$ cat src/rtl/cam_pkg.sv
// Shared camera / frame-buffer definitions: pixel format, capture states, colour conversion.
// Latency: n/a (types and pure functions only).
// Backpressure: n/a.
package cam_pkg;

    // Default geometry of the frame buffer shared by capture and scan-out.
    localparam int H_PIXELS   = 640;
    localparam int V_LINES    = 480;
    localparam int FB_PIXELS  = H_PIXELS * V_LINES;
    localparam int ADDR_WIDTH = 19;

    // Frame-buffer word: {R[3:0], G[3:0], B[3:0]}.
    typedef logic [11:0] pixel444_t;

    typedef enum logic [1:0] {
        IDLE,
        WAIT_VS,
        ACTIVE
    } cap_state_e;

    // hi = {R5[4:0], G6[5:3]}, lo = {G6[2:0], B5[4:0]}; keep the top 4 bits of each channel.
    function automatic pixel444_t rgb565_to_444(input logic [7:0] hi, input logic [7:0] lo);
        return {hi[7:4], hi[2:0], lo[7], lo[4:1]};
    endfunction

endpackage

$ cat src/rtl/cam_sync.sv
// Single-bit synchroniser (STAGES_g flops) with rise/fall detect on the synchronised value.
// Latency: STAGES_g clk to sync_o; edges are combinational from sync_o and the flop behind it.
// Backpressure: none, free-running.
//
// Ports: clk_i/rst_i (sync, active-high), async_i (asynchronous input),
//        sync_o (synchronised level), rise_o / fall_o (one-clk edge strobes).
module cam_sync #(
    parameter int STAGES_g = 2
) (
    input  logic clk_i,
    input  logic rst_i,
    input  logic async_i,
    output logic sync_o,
    output logic rise_o,
    output logic fall_o
);

    logic [STAGES_g-1:0] sync_q;
    logic                prev_q;

    always_ff @(posedge clk_i) begin
        if (rst_i) begin
            sync_q <= '0;
            prev_q <= 1'b0;
        end else begin
            sync_q <= {sync_q[STAGES_g-2:0], async_i};
            prev_q <= sync_q[STAGES_g-1];
        end
    end

    assign sync_o = sync_q[STAGES_g-1];
    assign rise_o = sync_q[STAGES_g-1] & ~prev_q;
    assign fall_o = ~sync_q[STAGES_g-1] & prev_q;

endmodule

$ cat src/rtl/cam_capture.sv
// Camera capture: samples the OV7670-style bus in clk_i, packs RGB565 byte pairs into RGB444 frame-buffer writes.
// Latency: last camera byte at the pin -> fb_we_o = SYNC_STAGES_g + 2 clk.
// Backpressure: none; the frame-buffer port always accepts, pixels past the end of the buffer are dropped.
//
// Ports: clk_i, rst_i (sync, active-high), capture_en_i (arm / stop at frame boundary),
//        cam_pclk_i, cam_href_i, cam_vsync_i, cam_data_i[7:0] (asynchronous camera bus),
//        fb_we_o, fb_addr_o, fb_data_o (frame-buffer write port),
//        frame_done_o (end-of-frame pulse), frame_err_o (sticky pixel-count error for the last frame).
module cam_capture
    import cam_pkg::*;
#(
    parameter int H_PIXELS_g    = 640,
    parameter int V_LINES_g     = 480,
    parameter int ADDR_WIDTH_g  = 19,
    parameter int SYNC_STAGES_g = 2
) (
    input  logic                    clk_i,
    input  logic                    rst_i,
    input  logic                    capture_en_i,
    input  logic                    cam_pclk_i,
    input  logic                    cam_href_i,
    input  logic                    cam_vsync_i,
    input  logic [7:0]              cam_data_i,
    output logic                    fb_we_o,
    output logic [ADDR_WIDTH_g-1:0] fb_addr_o,
    output pixel444_t               fb_data_o,
    output logic                    frame_done_o,
    output logic                    frame_err_o
);

    // One extra bit so the counter can hold the full-frame count itself.
    localparam int                CNT_W  = ADDR_WIDTH_g + 1;
    localparam logic [CNT_W-1:0]  FB_PIX = CNT_W'(H_PIXELS_g * V_LINES_g);

    // ------------------------------------------------------------------
    // Input synchronisers
    // ------------------------------------------------------------------
    logic pclk_sync, pclk_rise, pclk_fall;
    logic href_sync, href_rise, href_fall;
    logic vs_sync,   vs_rise,   vs_fall;
    logic unused_sync;

    cam_sync #(.STAGES_g(SYNC_STAGES_g)) u_sync_pclk (
        .clk_i   (clk_i),
        .rst_i   (rst_i),
        .async_i (cam_pclk_i),
        .sync_o  (pclk_sync),
        .rise_o  (pclk_rise),
        .fall_o  (pclk_fall)
    );

    cam_sync #(.STAGES_g(SYNC_STAGES_g)) u_sync_href (
        .clk_i   (clk_i),
        .rst_i   (rst_i),
        .async_i (cam_href_i),
        .sync_o  (href_sync),
        .rise_o  (href_rise),
        .fall_o  (href_fall)
    );

    cam_sync #(.STAGES_g(SYNC_STAGES_g)) u_sync_vs (
        .clk_i   (clk_i),
        .rst_i   (rst_i),
        .async_i (cam_vsync_i),
        .sync_o  (vs_sync),
        .rise_o  (vs_rise),
        .fall_o  (vs_fall)
    );

    assign unused_sync = ^{pclk_sync, pclk_fall, href_rise, vs_sync};

    // Data bus: same depth as the control synchronisers so the byte lines up with the synced pclk edge.
    // The byte is stable around the pclk edge because pclk runs at most clk_i/4.
    logic [7:0] data_q [SYNC_STAGES_g];
    logic [7:0] byte_dat;

    always_ff @(posedge clk_i) begin
        if (rst_i) begin
            for (int i = 0; i < SYNC_STAGES_g; i++) data_q[i] <= '0;
        end else begin
            data_q[0] <= cam_data_i;
            for (int i = 1; i < SYNC_STAGES_g; i++) data_q[i] <= data_q[i-1];
        end
    end

    assign byte_dat = data_q[SYNC_STAGES_g-1];

    // ------------------------------------------------------------------
    // Capture FSM
    // ------------------------------------------------------------------
    cap_state_e state_q, state_d;
    logic       frame_start;
    logic       frame_end;
    logic       byte_take;
    logic       byte_vld;

    assign byte_vld = pclk_rise & href_sync;

    always_ff @(posedge clk_i) begin
        if (rst_i) state_q <= IDLE;
        else       state_q <= state_d;
    end

    always_comb begin
        state_d     = state_q;
        frame_start = 1'b0;
        frame_end   = 1'b0;
        byte_take   = 1'b0;
        case (state_q)
            IDLE: begin
                if (capture_en_i) state_d = WAIT_VS;
            end
            WAIT_VS: begin
                if (vs_fall) begin
                    frame_start = 1'b1;
                    state_d     = ACTIVE;
                end
            end
            ACTIVE: begin
                // A frame always runs to its vsync; capture_en_i only decides where we go afterwards.
                if (vs_rise) begin
                    frame_end = 1'b1;
                    state_d   = capture_en_i ? WAIT_VS : IDLE;
                end
                // Any vsync edge in the same clk as a byte edge wins; the byte is discarded.
                byte_take = byte_vld & ~vs_rise & ~vs_fall;
            end
            default: state_d = IDLE;
        endcase
    end

    // ------------------------------------------------------------------
    // Pixel assembly and frame-buffer write port
    // ------------------------------------------------------------------
    logic                    phase_q;   // 0: expecting hi byte, 1: expecting lo byte
    logic [7:0]              hi_q;
    logic [CNT_W-1:0]        pix_cnt_q; // next write address, saturates at FB_PIX
    logic                    ovf_q;     // a complete pixel arrived after the buffer was full
    logic                    pend_q;    // assembled pixel waiting to be written next clk
    logic [ADDR_WIDTH_g-1:0] pend_addr_q;
    pixel444_t               pend_pix_q;

    always_ff @(posedge clk_i) begin
        if (rst_i) begin
            phase_q      <= 1'b0;
            hi_q         <= '0;
            pix_cnt_q    <= '0;
            ovf_q        <= 1'b0;
            pend_q       <= 1'b0;
            pend_addr_q  <= '0;
            pend_pix_q   <= '0;
            fb_we_o      <= 1'b0;
            fb_addr_o    <= '0;
            fb_data_o    <= '0;
            frame_done_o <= 1'b0;
            frame_err_o  <= 1'b0;
        end else begin
            frame_done_o <= frame_end;
            fb_we_o      <= pend_q;
            pend_q       <= 1'b0;

            // Address and data only move on a write so the buffer port sees stable values in between.
            if (pend_q) begin
                fb_addr_o <= pend_addr_q;
                fb_data_o <= pend_pix_q;
            end

            if (frame_start) begin
                phase_q     <= 1'b0;
                pix_cnt_q   <= '0;
                ovf_q       <= 1'b0;
                frame_err_o <= 1'b0;
            end else if (frame_end) begin
                // A half pixel pending at vsync is dropped.
                phase_q     <= 1'b0;
                frame_err_o <= ovf_q | (pix_cnt_q != FB_PIX);
            end else if (state_q == ACTIVE) begin
                // Odd byte count on a line: discard the orphan hi byte.
                if (href_fall) phase_q <= 1'b0;

                if (byte_take) begin
                    if (!phase_q) begin
                        hi_q    <= byte_dat;
                        phase_q <= 1'b1;
                    end else begin
                        phase_q <= 1'b0;
                        if (pix_cnt_q < FB_PIX) begin
                            pend_q      <= 1'b1;
                            pend_addr_q <= pix_cnt_q[ADDR_WIDTH_g-1:0];
                            pend_pix_q  <= rgb565_to_444(hi_q, byte_dat);
                            pix_cnt_q   <= pix_cnt_q + 1'b1;
                        end else begin
                            ovf_q <= 1'b1;
                        end
                    end
                end
            end
        end
    end

endmodule

$ cat config.mk
export PLATFORM = sky130hd
export DESIGN_NAME = cam_capture
export DESIGN_NICKNAME = d
export VERILOG_FILES = /design/src/rtl/cam_pkg.sv /design/src/rtl/cam_sync.sv /design/src/rtl/cam_capture.sv
export SDC_FILE = /design/constraint.sdc
export NUM_CORES = 1
export LEC_CHECK = 0
export CAP_MARGIN = 20
export CORE_AREA = 2 2 91 93
export CTS_CLUSTER_DIAMETER = 80
export DETAILED_ROUTE_END_ITERATION = 8
export DIE_AREA = 0 0 93 95
export PLACE_DENSITY_LB_ADDON = 0.08
export SLEW_MARGIN = 20
export SYNTH_ARGS = -nofsm -noshare
export SYNTH_HDL_FRONTEND = slang
export SYNTH_HIERARCHICAL = 1
export SYNTH_SLANG_ARGS = --single-unit
$ cat constraint.sdc
create_clock -name clk_i -period 4.35 [get_ports clk_i]
set_clock_uncertainty 0.05 [all_clocks]
set_input_delay 0.87 -clock clk_i [delete_from_list [all_inputs] [get_ports clk_i]]
set_output_delay 0.87 -clock clk_i [all_outputs]
set_load 0.01 [all_outputs]
Word level (Yosys, flattened, before mapping):

Memory sizes are Yosys's and may differ from the RTL's.
Index checks and enable logic that the tools add are counted.

* register bits: 107
* RAM bits: 16
* input port bits: 14
* output and inout port bits: 34
* word-level logic and storage cells: 80
* memories: 1

Memory list
* data_q: words 2, bits a word 8, rd ports 2, clocked after memory_dff 0, wr ports 2, RTL line cam_capture.sv:74 `logic [7:0] data_q [SYNC_STAGES_g];`

* add/subtract/negate cells: 1
* $lt $le $gt $ge: 1
* eq/ne operators: 6
* muxes and demuxes: 19
* bitwise operators: 22
* reductions and logical operators: 11

Operator list (number)
* adder 20 x 1 -> 20 bit (second input constant): 1
* < comparator 20 x 19 -> 1 bit (second input constant): 1
* != test 20 x 19 -> 1 bit (second input constant): 1
* 2-to-1 mux 8 bit: 2
* AND reduction 5 bit: 3
* 2-to-1 mux 1 bit: 13
* NOT 1 bit: 12
* AND 1 bit: 7
* 2-to-1 mux 2 bit: 3
* != test 2 bit (second input constant): 3
* case mux 2 bit (3 select lines): 1
* AND reduction 6 bit: 1
* OR reduction 6 bit: 1
* bitwise OR 1 bit: 3
* AND reduction 3 bit: 1
* OR reduction 3 bit: 1
* equality test 2 x 1 -> 1 bit (second input constant): 1
* equality test 2 bit (second input constant): 1
* logical NOT 2 bit: 1
* AND reduction 2 bit: 1
* nonzero test 2 bit: 1
* OR reduction 2 bit: 1

Logic depth before layout (Yosys ltp):

* depth after elaboration: 8
* depth in mapped cells: 8
* gate-level depth less buffers: 6

By module:

Netlist, hierarchy kept.

Modules (own cells, without submodules)
* cam_capture: times used 1, cells an instance 465, area an instance 4309.1 um2, seq. area each 2262.2 um2
* cam_sync: times used 3, cells an instance 8, area an instance 91.3 um2, seq. area each 60.1 um2

Worst setup path before layout:

No wires, ideal clock.

* path kind: register to register
* from: reg pix_cnt_q[14]
* to: reg pix_cnt_q[13]
* setup time: 0.070 ns
* arrival: 1.958 ns
* required time: 4.230 ns
* slack: 2.272 ns
* stages on the path, launching flop included: 7
* path buffers: 2
* period minus slack after synthesis: 2.078 ns
* cells stage by stage: dfxtp_1 or4_4 o22a_1 buf_6 buf_6 or4_1 a21oi_1

* cells in the longest elaborated chain, start to end: 2

RTL lines
* start, declared: RTL line cam_capture.sv:137 `logic [CNT_W-1:0] pix_cnt_q;`
* start signal, assigned: RTL line cam_capture.sv:191 `pix_cnt_q <= pix_cnt_q + 1'b1;`
* < comparator 20 x 19 -> 1 bit: RTL line cam_capture.sv:187 `if (pix_cnt_q < FB_PIX) begin`
* AND reduction 5 bit (no source line)

No other way between the ends.
A chain may end at the register's enable or synchronous reset.

Worst setup path in the final report:

* from: reg pix_cnt_q[14]
* to: reg pix_cnt_q[16]

* cells in the longest elaborated chain, start to end: 2
* elaborated cells on any way between the ends: 3
* classes of those cells: add/sub (1); order compare (1); reduce/logical (1)

RTL lines (RTL line)
* < comparator 20 x 19 -> 1 bit: cam_capture.sv:187
* AND reduction 5 bit (no source line)

Several ways; a longest one is shown, not always the timed one.

==> metrics.cfg <==
[status]
status = finished clean

[setup_path]
cp.required_ns = 4.74
crit_fanout = 38
start_kind = flip-flop
cp.arrival_ns = 3.04
worstSetupPathType = flip-flop to flip-flop
rr_worst_depth = 5
critical_path.endpoint_type = flip-flop

[cells_and_area]
design_area_um2 = 5630
n_fill_cell = 628
diodes = 0
area_growth_pct = 23.1
fin_util_pct = 71.0
drive_gt1_share_pct = 8.05
fin_nets = 537

[timing]
slew_headroom_pct = 34.3
finalSetupViolCount = 0
setup_tns_ns = 0
clock.fmax_ghz = 0.377
finalHoldViolCount = 0
period_needed_ns = 2.65
finalCritPeriodShare_pct = 61.0
grt_setup_unrepaired = no
slew_viol_final = 0
hold_slack_ns = 0.386
worstMarginPinSlew_ns = 0.985

[global_route]
grt_pass1_wl_um = 15200
antenna_found_initial = 0
grt_max_degree = 72
groute.usage.overall_pct = 21.8
grt_pass1_vias = 3220
grt_overflow_total = 0

[floorplan]
start_util_pct = 57.7
core_area_um2 = 7930
rows = 33
io_pins = 48
die_y_um = 95
die_area_um2 = 8840
die_w_um = 93

[clock_network]
h-tree-depth = 4
clk_pin_slew_ns = 0.06
clock_path_buffers = 2
cts_setup_buffers = 0
cts_buffers = 17
cts_resized = 0
cts_tree = yes
clockRootBuffer = clkbuf_8
cts_hold_buf = 0
clock-sinks = 122
clk_latency_ns = 0.51

[pwr]
comb_power_share_pct = 1.7
p_leak_nw = 1.90
ir_worst_vdd_mv = 0.361
power_frac_clock_pct = 52.6
power.switching_w = 0.000547
power_w = 0.00248
p_seq_share_pct = 45.7
power_density_nw_per_um2 = 440
p_int_w = 0.00193
switching_share_pct = 22.1

[routing]
drt-initial-drc-count = 203
avgViaCountPerCell = 5.61
drc = 0
via_count = 3586
finalWirelength_um = 8980
dr.pass1.iters = 5
drtAntennaViolNets = 0
wl_per_cell_um = 14.0

[min_path]
holdPathStages = 1
hold_class = flip-flop to flip-flop

[synthesis]
yosys_warnings = 6
synthesis.nets = 503
syn_area_per_cell_um2 = 9.39
synth_area_um2 = 4570
syn_inst = 487

[place]
dp_hpwl_um = 5490
port_buffers = 47
placed_area_um2 = 5060
place_congestion = 0.842

[run]
maxCapViolations = 0

## layout make-up
cell class | count | area (um2) | area share [%]
clock buffer | 18 | 428 | 7.60
clock inverter | 14 | 135 | 2.40
tap | 105 | 131 | 2.33
timing repair buffer | 51 | 495 | 8.80
sequential | 122 | 2440 | 43.4
multi-input combinational | 323 | 1970 | 35.0
inverter | 6 | 22.5 | 0.400
## per-stage QoR
stage / worst slack, ns / cells
floorplan: 2.27 / 487
global placement: 1.80 / 607
detailed placement: 1.73 / 607
CTS: 1.72 / 639
global route: 1.57 / 639
finish: 1.70 / 639
## worst paths after layout
kind                 startpoint       endpoint  slack, ns
setup / recovery  pix_cnt_q[14]  pix_cnt_q[16]       1.70
hold / removal     data_q[0][0]   data_q[0][8]       0.39
setup reg to reg  pix_cnt_q[14]  pix_cnt_q[16]       1.70
hold reg to reg    data_q[0][0]   data_q[0][8]       0.39
## placed cells by master (no fill, tap or decap), drive strengths merged, types with 2 or more instances in the layout
| cell type | n |
|---|---|
| nand2 | 12 |
| nor3 | 4 |
| nand3 | 40 |
| nor2 | 45 |
| or3 | 4 |
| clkinv | 3 |
| mux2i | 40 |
| nand4 | 4 |
| clkinvlp | 4 |
| and3 | 2 |
| inv | 12 |
| and4 | 5 |
| o21ai | 37 |
| nor2b | 31 |
| clkdlybuf4s50 | 46 |
| and2 | 4 |
| clkbuf | 18 |
| ha | 2 |
| nor4 | 3 |
| o31ai | 13 |
| dfxtp | 122 |
| buf | 5 |
| a21oi | 51 |
| or4 | 14 |
## power by group through the flow
| stage | Combinational [W] | Clock [W] | Sequential [W] |
|---|---|---|---|
| after floorplan | 0.0000253 | 0 | 0.00116 |
| after global placement | 0.0000413 | 0 | 0.00116 |
| after detailed placement | 0.0000418 | 0 | 0.00116 |
| after CTS | 0.0000421 | 0.00132 | 0.00113 |
| after global routing | 0.0000471 | 0.00137 | 0.00113 |
| final | 0.0000414 | 0.00130 | 0.00113 |
## flip-flops by register name, indices dropped and copies added, names as in the netlist, 2 cells and up
| name | count |
|---|---|
| pend_pix_q | 12 |
| hi_q | 7 |
| pix_cnt_q | 20 |
| data_q | 16 |
| fb_data_o | 12 |
| u_sync_vs/sync_q | 2 |
| u_sync_href/sync_q | 2 |
| state_q | 2 |
| u_sync_pclk/sync_q | 2 |
| fb_addr_o | 19 |
| pend_addr_q | 19 |
## per-layer routing
| metal | GRT usage (%) | vias to the layer above | wire (um) |
|---|---|---|---|
| li1 | - | 1797 | - |
| met3 | 5.27 | 12 | 344 |
| met5 | 0 | - | 0 |
| met2 | 34.7 | 78 | 4160 |
| met1 | 28.3 | 1699 | 4360 |
| met4 | 9.68 | 0 | 107 |
## worst max-delay path: stages, from the launching register on
cell and delay (ns):
dfxtp_1 0.36, or4_4 0.57, o22a_1 0.51, buf_4 0.39, or4_1 0.53, a21oi_1 0.15
No activity file was read; power rests on OpenSTA's default activity.
